**src/rtl/mem_access_stage.sv**
```systemverilog
// MEM stage of the 5-stage MIPS pipeline: runs the data-memory request/grant/rvalid
// handshake, aligns load/store lanes and emits a one-cycle writeback record.
module mem_access_stage #(
    parameter int DATA_W = 32,
    parameter int ADDR_W = 32
) (
    input  logic              clk,
    input  logic              rst,
    input  logic              ex_valid,
    output logic              ex_ready,
    input  logic [DATA_W-1:0] ex_alu_out,
    input  logic [DATA_W-1:0] ex_store_data,
    input  logic [4:0]        ex_dst,
    input  logic              ex_reg_write,
    input  logic [3:0]        ex_mem_op,
    input  logic              flush,
    output logic              dmem_req,
    output logic              dmem_we,
    output logic [ADDR_W-1:0] dmem_addr,
    output logic [3:0]        dmem_be,
    output logic [DATA_W-1:0] dmem_wdata,
    input  logic              dmem_gnt,
    input  logic              dmem_rvalid,
    input  logic [DATA_W-1:0] dmem_rdata,
    output logic              wb_valid,
    output logic              wb_reg_write,
    output logic [4:0]        wb_dst,
    output logic [DATA_W-1:0] wb_data,
    output logic              addr_exc,
    output logic [ADDR_W-1:0] exc_addr
);

    typedef enum logic [1:0] {S_IDLE, S_REQ, S_WAIT} state_t;

    localparam logic [3:0] OP_LB  = 4'd1;
    localparam logic [3:0] OP_LBU = 4'd2;
    localparam logic [3:0] OP_LH  = 4'd3;
    localparam logic [3:0] OP_LHU = 4'd4;
    localparam logic [3:0] OP_LW  = 4'd5;
    localparam logic [3:0] OP_SB  = 4'd6;
    localparam logic [3:0] OP_SH  = 4'd7;
    localparam logic [3:0] OP_SW  = 4'd8;

    state_t            state, state_d;
    logic [ADDR_W-1:0] addr_q;
    logic [DATA_W-1:0] wdata_q;
    logic [3:0]        be_q;
    logic              we_q;
    logic [3:0]        op_q;
    logic [4:0]        dst_q;
    logic              rw_q;
    logic              kill_q;

    logic              accept, is_mem, is_store, misaligned;
    logic [3:0]        be_d;
    logic [DATA_W-1:0] wdata_d;
    logic [DATA_W-1:0] shifted, load_ext;
    logic [1:0]        a_lo;

    assign a_lo     = ex_alu_out[1:0];
    assign ex_ready = (state == S_IDLE);
    assign accept   = ex_valid & ex_ready & ~flush;

    // Lane steering and alignment for the op being presented by EX.
    // NOTE: every variable driven here gets a default first so no latch is inferred.
    always_comb begin
        is_mem     = 1'b0;
        is_store   = 1'b0;
        misaligned = 1'b0;
        be_d       = 4'b0000;
        wdata_d    = '0;
        case (ex_mem_op)
            OP_LB, OP_LBU, OP_SB: begin
                is_mem  = 1'b1;
                be_d    = 4'b0001 << a_lo;
                wdata_d = {4{ex_store_data[7:0]}};
            end
            OP_LH, OP_LHU, OP_SH: begin
                is_mem     = 1'b1;
                misaligned = a_lo[0];
                be_d       = a_lo[1] ? 4'b1100 : 4'b0011;
                wdata_d    = {2{ex_store_data[15:0]}};
            end
            OP_LW, OP_SW: begin
                is_mem     = 1'b1;
                misaligned = |a_lo;
                be_d       = 4'b1111;
                wdata_d    = ex_store_data;
            end
            default: ;
        endcase
        is_store = (ex_mem_op == OP_SB) || (ex_mem_op == OP_SH) || (ex_mem_op == OP_SW);
    end

    assign shifted = dmem_rdata >> {addr_q[1:0], 3'b000};

    always_comb begin
        load_ext = dmem_rdata;
        case (op_q)
            OP_LB:  load_ext = {{24{shifted[7]}}, shifted[7:0]};
            OP_LBU: load_ext = {24'h0, shifted[7:0]};
            OP_LH:  load_ext = {{16{shifted[15]}}, shifted[15:0]};
            OP_LHU: load_ext = {16'h0, shifted[15:0]};
            default: load_ext = dmem_rdata;
        endcase
    end

    always_comb begin
        state_d = state;
        case (state)
            S_IDLE: if (accept && is_mem && !misaligned) state_d = S_REQ;
            S_REQ: begin
                if (dmem_gnt)   state_d = we_q ? S_IDLE : S_WAIT;
                else if (flush) state_d = S_IDLE;
            end
            S_WAIT: if (dmem_rvalid) state_d = S_IDLE;
            default: state_d = S_IDLE;
        endcase
    end

    assign dmem_req   = (state == S_REQ);
    assign dmem_we    = dmem_req & we_q;
    assign dmem_addr  = {addr_q[ADDR_W-1:2], 2'b00};
    assign dmem_be    = be_q;
    assign dmem_wdata = wdata_q;

    // NOTE: sequential state uses non-blocking assignments only.
    always_ff @(posedge clk or posedge rst) begin
        if (rst) begin
            state        <= S_IDLE;
            addr_q       <= '0;
            wdata_q      <= '0;
            be_q         <= '0;
            we_q         <= 1'b0;
            op_q         <= '0;
            dst_q        <= '0;
            rw_q         <= 1'b0;
            kill_q       <= 1'b0;
            wb_valid     <= 1'b0;
            wb_reg_write <= 1'b0;
            wb_dst       <= '0;
            wb_data      <= '0;
            addr_exc     <= 1'b0;
            exc_addr     <= '0;
        end else begin
            state        <= state_d;
            wb_valid     <= 1'b0;
            wb_reg_write <= 1'b0;
            addr_exc     <= 1'b0;
            case (state)
                S_IDLE: if (accept) begin
                    if (!is_mem) begin
                        wb_valid     <= 1'b1;
                        wb_reg_write <= ex_reg_write;
                        wb_dst       <= ex_dst;
                        wb_data      <= ex_alu_out;
                    end else if (misaligned) begin
                        addr_exc <= 1'b1;
                        exc_addr <= ex_alu_out[ADDR_W-1:0];
                    end else begin
                        addr_q  <= ex_alu_out[ADDR_W-1:0];
                        wdata_q <= wdata_d;
                        be_q    <= be_d;
                        we_q    <= is_store;
                        op_q    <= ex_mem_op;
                        dst_q   <= ex_dst;
                        rw_q    <= ex_reg_write & ~is_store;
                        kill_q  <= 1'b0;
                    end
                end
                S_REQ: if (dmem_gnt) begin
                    // A flush coinciding with the grant lets the access finish but kills its writeback.
                    kill_q <= flush;
                    if (we_q) begin
                        wb_valid <= ~flush;
                        wb_dst   <= dst_q;
                        wb_data  <= '0;
                    end
                end
                S_WAIT: begin
                    if (flush) kill_q <= 1'b1;
                    if (dmem_rvalid) begin
                        wb_valid     <= ~(kill_q | flush);
                        wb_reg_write <= rw_q & ~(kill_q | flush);
                        wb_dst       <= dst_q;
                        wb_data      <= load_ext;
                    end
                end
                default: ;
            endcase
        end
    end

endmodule

```
**config.mk**
```make
export PLATFORM = sky130hd
export DESIGN_NAME = mem_access_stage
export DESIGN_NICKNAME = d
export VERILOG_FILES = /design/src/rtl/mem_access_stage.sv
export SDC_FILE = /design/constraint.sdc
export NUM_CORES = 1
export LEC_CHECK = 0
export CAP_MARGIN = 10
export CELL_PAD_IN_SITES_DETAIL_PLACEMENT = 1
export CELL_PAD_IN_SITES_GLOBAL_PLACEMENT = 1
export CORE_MARGIN = 3
export CORE_UTILIZATION = 37
export DETAILED_ROUTE_END_ITERATION = 6
export PLACE_DENSITY = 0.91
export REMOVE_ABC_BUFFERS = 1
export SETUP_SLACK_MARGIN = 0.15
export SLEW_MARGIN = 20
export SYNTH_ARGS = -nofsm -noshare
export SYNTH_HDL_FRONTEND = slang
export SYNTH_SLANG_ARGS = --single-unit
```
**constraint.sdc**
```tcl
create_clock -name clk -period 14.2 [get_ports clk]
set_clock_uncertainty 0.1 [all_clocks]
set_input_delay 2.84 -clock clk [delete_from_list [all_inputs] [get_ports clk]]
set_output_delay 2.84 -clock clk [all_outputs]
set_load 0.005 [all_outputs]
```
# --- Yosys cells after proc, flatten, opt, wreduce, memory -nomap -nowiden ---
# Index checks and enable logic that the tools add are counted.
classes:
  n_mux: 44
  n_eq_ne: 24
  shifts: 2
  bitwise_logic: 10
  n_reduce_logical: 17
ops:
  columns: ["operator", "count"]
  rows:
  - ["32-bit case mux with 3 select lines", 2]
  - ["32-bit two-way mux", 5]
  - ["32-bit case mux with 4 select lines", 1]
  - ["32-bit by 5-bit >> shifter with 16-bit output", 1]
  - ["5-bit two-way mux", 5]
  - ["4-bit by 3-bit == test with 1-bit output, second input constant", 5]
  - ["1-bit two-way mux", 18]
  - ["4-bit by 2-bit == test with 1-bit output, second input constant", 4]
  - ["5-bit case mux with 3 select lines", 1]
  - ["4-bit case mux with 3 select lines", 1]
  - ["6-bit AND reduction", 2]
  - ["2-bit two-way mux", 5]
  - ["2-bit by 1-bit != test with 1-bit output, second input constant", 5]
  - ["4-bit by 1-bit == test with 1-bit output, second input constant", 2]
  - ["2-bit != test, second input constant", 4]
  - ["4-bit AND reduction", 2]
  - ["8-bit OR reduction", 1]
  - ["1-bit case mux with 3 select lines", 2]
  - ["2-bit case mux with 3 select lines", 1]
  - ["3-bit OR reduction", 2]
  - ["1-bit bitwise AND", 5]
  - ["4-bit == test, second input constant", 1]
  - ["4-bit two-way mux", 1]
  - ["1-bit inverter", 4]
  - ["13 further kinds", 17]
totals:
  wordCells: 112
  ff_bits: 154
  output_inout_bits: 143

# --- Depth between registers and ports, before layout ---
depth:
  depth_word: 7
  depth_mapped: 9
  mapped_depth_nobuf: 7

# --- Least setup slack after synthesis ---
# Ideal clock, no wire load.
synth_timing:
  path_type: "input port to flip-flop"
  startpoint: "input ex_mem_op[0]"
  endpoint: "register exc_addr[10]"
  n_path_buf: 2
  cell_stages: 7
  arrival_ps: 4297
  setup_ps: 125
  setup_slack_ps: 9678
  path_cell_list: "buf_2 > or2_1 > o32a_1 > o21ai_2 > nand3_4 > buf_6 > mux2_4"
synth_between:
  elab_chain_cells: 4
  elab_cells_between_ends: 14
  classes_between: "8 x eq/ne; 2 x mux; 4 x reduce/logical"
synth_rtl:
  columns: ["item", "line", "rtl"]
  rows:
  - ["from (decl)", "15", "input logic [3:0] ex_mem_op,"]
  - ["4-bit by 3-bit == test with 1-bit output, or another cell as far along", "72", "case (ex_mem_op)"]
  - ["3-bit OR reduction, or another cell as far along", "72", null]
  - ["1-bit case mux with 2 select lines / 1-bit two-way mux (equally long branches)", "72", null]
  - ["4-bit AND reduction (no line) *", null, null]
  - ["to (signal assigned)", "159", "exc_addr <= ex_alu_out[ADDR_W-1:0];"]
  - ["to (decl)", "30", "output logic [ADDR_W-1:0] exc_addr"]
# Every way passes the cells marked *; elsewhere a longest branch is shown, timed or not.
# A chain may end at the register's enable or synchronous reset.

# --- Worst setup path in the final report ---
layout_timing:
  startpoint: "input ex_mem_op[1]"
  endpoint: "register wb_data[8]"
layout_between:
  elab_chain_cells: 5
  elab_cells_between_ends: 12
  classes_between: "9 x eq/ne; 1 x mux; 2 x reduce/logical"
layout_rtl:
  columns: ["item", "line", "rtl"]
  rows:
  - ["4-bit by 3-bit == test with 1-bit output, or another cell as far along", "72", null]
  - ["8-bit OR reduction (no line) *", null, null]
  - ["1-bit two-way mux *", "72", null]
  - ["2-bit != test (no line) *", null, null]
  - ["6-bit AND reduction (no line) *", null, null]
  - ["to (signal assigned)", "156", "wb_data <= ex_alu_out;"]
  - ["to (signal assigned)", "186", "wb_data <= load_ext;"]
  - ["to (decl)", "28", "output logic [DATA_W-1:0] wb_data,"]
# Marked as above.

==> metrics <==
routability cong.=roughly 0.83; maxcap violations=0; Synth cell types=59; global-route wire length before repair=40800 um; nets=roughly 1100; final period utilization=0.402; endpoints failing setup=0; maximum vdd drop=between 0.1 and 0.15 mV; Req. time, crit path=around 14000 ps; FMAX=between 0.15 and 0.2 GHz; H-tree depth=4; crit path launch type=input pin; Max Slew Vio Count=0; CTS tree=done; Via density=5.31; CP max-delay cell=clkdlybuf4s50_1; Cell Pwr Density=between 200 and 250 nW/um^2; total design power=approximately 2.4 mW; vias=around 6700; Initial Util=0.384; reg-to-reg slack, setup=slightly above 10000 ps; synth cell count leaders=173 x nand2_1, 154 x dfrtp_1, 61 x nor2_1, 54 x a21oi_1, 36 x o21ai_0; share of flip-flops with an asynchronous set or reset=1.00; worst-path maximum fanout=a little under 70; Cells after Synth=about 790; Post-DP HPWL=approximately 19000 um; Residual DRC=0; Post-CTS Setup Bufs=0; standard-cell rows=51; Pleak=between 4 and 5 nW; max incr delay on CP=approximately 660 ps; core area=between 15000 and 20000 um^2; DIE WIDTH=approximately 150 um; antenna violations before repair=3; run status=complete, no violations; Final Critical Period=5700 ps; Mapped Area=roughly 7700 um^2; CP top delay family=buffers and inverters; drt first pass iters=4; Max-slew headroom=0.345; Global Route Usage Sum=0.233; Die H=between 100 and 150 um; min-delay worst type=flop to flop; number of synthesized flops with an enable pin=0; setup TNS=0 ps; vias in the first global route=about 7200; clk slew on worst S/H paths=around 70 ps; Die ar.=about 22000 um^2; final hold viol count=0; clock tree buffer depth=2; Critical Path Most Common Cell=buf_4; top-count cell post-synth=nand2_1; synth top area cells=dfrtp_1 50%, nand2_1 8.5%, mux2_4 5.7%; DRT iter0 DRCs=240; crit path DAT=~5900 ps; Seq/Total Area, Yosys=0.504; Total Wirelength=26300 um; Yosys reg bits=154; Sink Count=154; hold buffers post-CTS=0; Fillers=2204; top_reg_cell synth=dfrtp_1; Sequential Area=just under 4000 um^2; Clk Latency, worst-skew pair=approximately 410 ps; Setup CP Type=input pin to flop; RSZ-0062 raised after global routing=false; Avg WL per Cell=about 21 um; Multi-input gate area=3290 um^2; Syn. warnings=0; CP Capture Type=flop; share of layout cells above drive strength 1=0.0905; Synth Area per Inst=a little under 10 um^2; ANT nets after route=0; I/O Pins=roughly 260; Layout area overhead=39.9%; grt total ovfl=0; CP Cell Sequence=clkdlybuf4s50_1 -> nor3_2 -> xnor2_1 -> buf_4 -> a211oi_4 -> buf_4 -> nand2_1 -> o31ai_1; post-synth top area share=0.504; CTS root buf=clkbuf_16; largest net degree at the start of global routing=slightly below 100; cell taking the most area after synthesis=dfrtp_1; Least-Margin Pin Slew=slightly below 1000 ps; port buffer count=between 200 and 300; post-cts resize count=0; CTS buffer count=17; WP buf/inv=3
## path summary, 6_finish.rpt
check / startpoint / end / depth (start not counted)
max reg2reg: state[0] / wb_data[8] / 6
max: ex_mem_op[1] / wb_data[8] / 8
min: dmem_wdata[3] / dmem_wdata[3] / 2
min reg2reg: dmem_wdata[3] / dmem_wdata[3] / 2
min in group asynchronous: rst / dmem_wdata[28] / 2
max in group asynchronous: rst / wb_data[7] / 3
## registers in the layout, summed over array words and instances (netlist names), 2 cells and up
signal and count:
addr_q 32, dmem_be 4, dmem_wdata 32, dst_q 5, exc_addr 32, op_q 4, state 2, wb_data 32
wb_dst 5
## worst reg2reg max path, delay by kind of cell (launching register included)
family          cells  cell delay, ps
fa+ha+maj           1             750
flops               1             400
simple gates        2            1150
buf+inv             2            1110
compound gates      1             410
## cells in the final DEF (no fill, tap or decap), drive strengths merged, types with 6 or more instances in the layout
master         Yosys  final
nor2              61     61
buf               62      7
inv               16     21
clkdlybuf4s50      0    252
o31ai              9      9
mux2i             20     20
nand2b             7      7
mux2              35     35
o32a               7      7
dfrtp            154    154
nor2b             12     12
o21ai             38     38
nand3             17     17
o2111ai            6      6
nand2            173    173
a21oi             56     56
a221oi            24     24
clkbuf            21     19
a22o              11     11
a31oi             11     11
## layout make-up
class | instances | area share
multi-input cells | 533 | 0.307
inverters | 17 | 0.00643
well taps | 265 | 0.0310
flip-flops and latches | 154 | 0.360
repair buffers | 259 | 0.242
clock buffers | 19 | 0.0423
diodes | 3 | 0.000701
clock inverters | 13 | 0.0103
## power by group
| part | switching [mW] | leakage, nW | internal, mW |
|---|---|---|---|
| Combinational | 0.523 | 2.49 | 0.601 |
| Sequential | 0.143 | 1.94 | 0.650 |
| Clock | 0.199 | 0.261 | 0.237 |
| Total | 0.865 | 4.70 | 1.49 |
## routing by layer
layer	routed length (um)	share of wire	track usage
met5	0	0	0
met4	884	0.034	0.0924
met2	13200	0.50	0.394
met1	11100	0.42	0.296
met3	1110	0.042	0.0448
## metrics by stage
stage | setup slack (ps) | instances | hold WS (ps) | utilization | instance area [um^2]
after floorplan | 6790 | 704 | 345 | - | 7170
after global placement | 8270 | 1227 | 350 | 0.507 | 10100
after detailed placement | 8070 | 1227 | 360 | 0.508 | 10100
after CTS | 8500 | 1259 | 375 | 0.536 | 10700
after global routing | 8350 | 1263 | 407 | 0.538 | 10700
final | 8500 | 1263 | 373 | 0.538 | 10700
## kinds of logic after synthesis
group / after synthesis / share of synthesized area
AOI/OAI and AO/OA: 183 / 0.161
adders and majority gates: 5 / 0.00818
DFF: 154 / 0.504
other: 1 / 0.000490
muxes: 56 / 0.0948
xor gates and xnor gates: 1 / 0.00114
buffers and inverters: 100 / 0.0719
and+or+nand+nor: 286 / 0.159
Note: power is estimated with default switching activity, not from simulation.
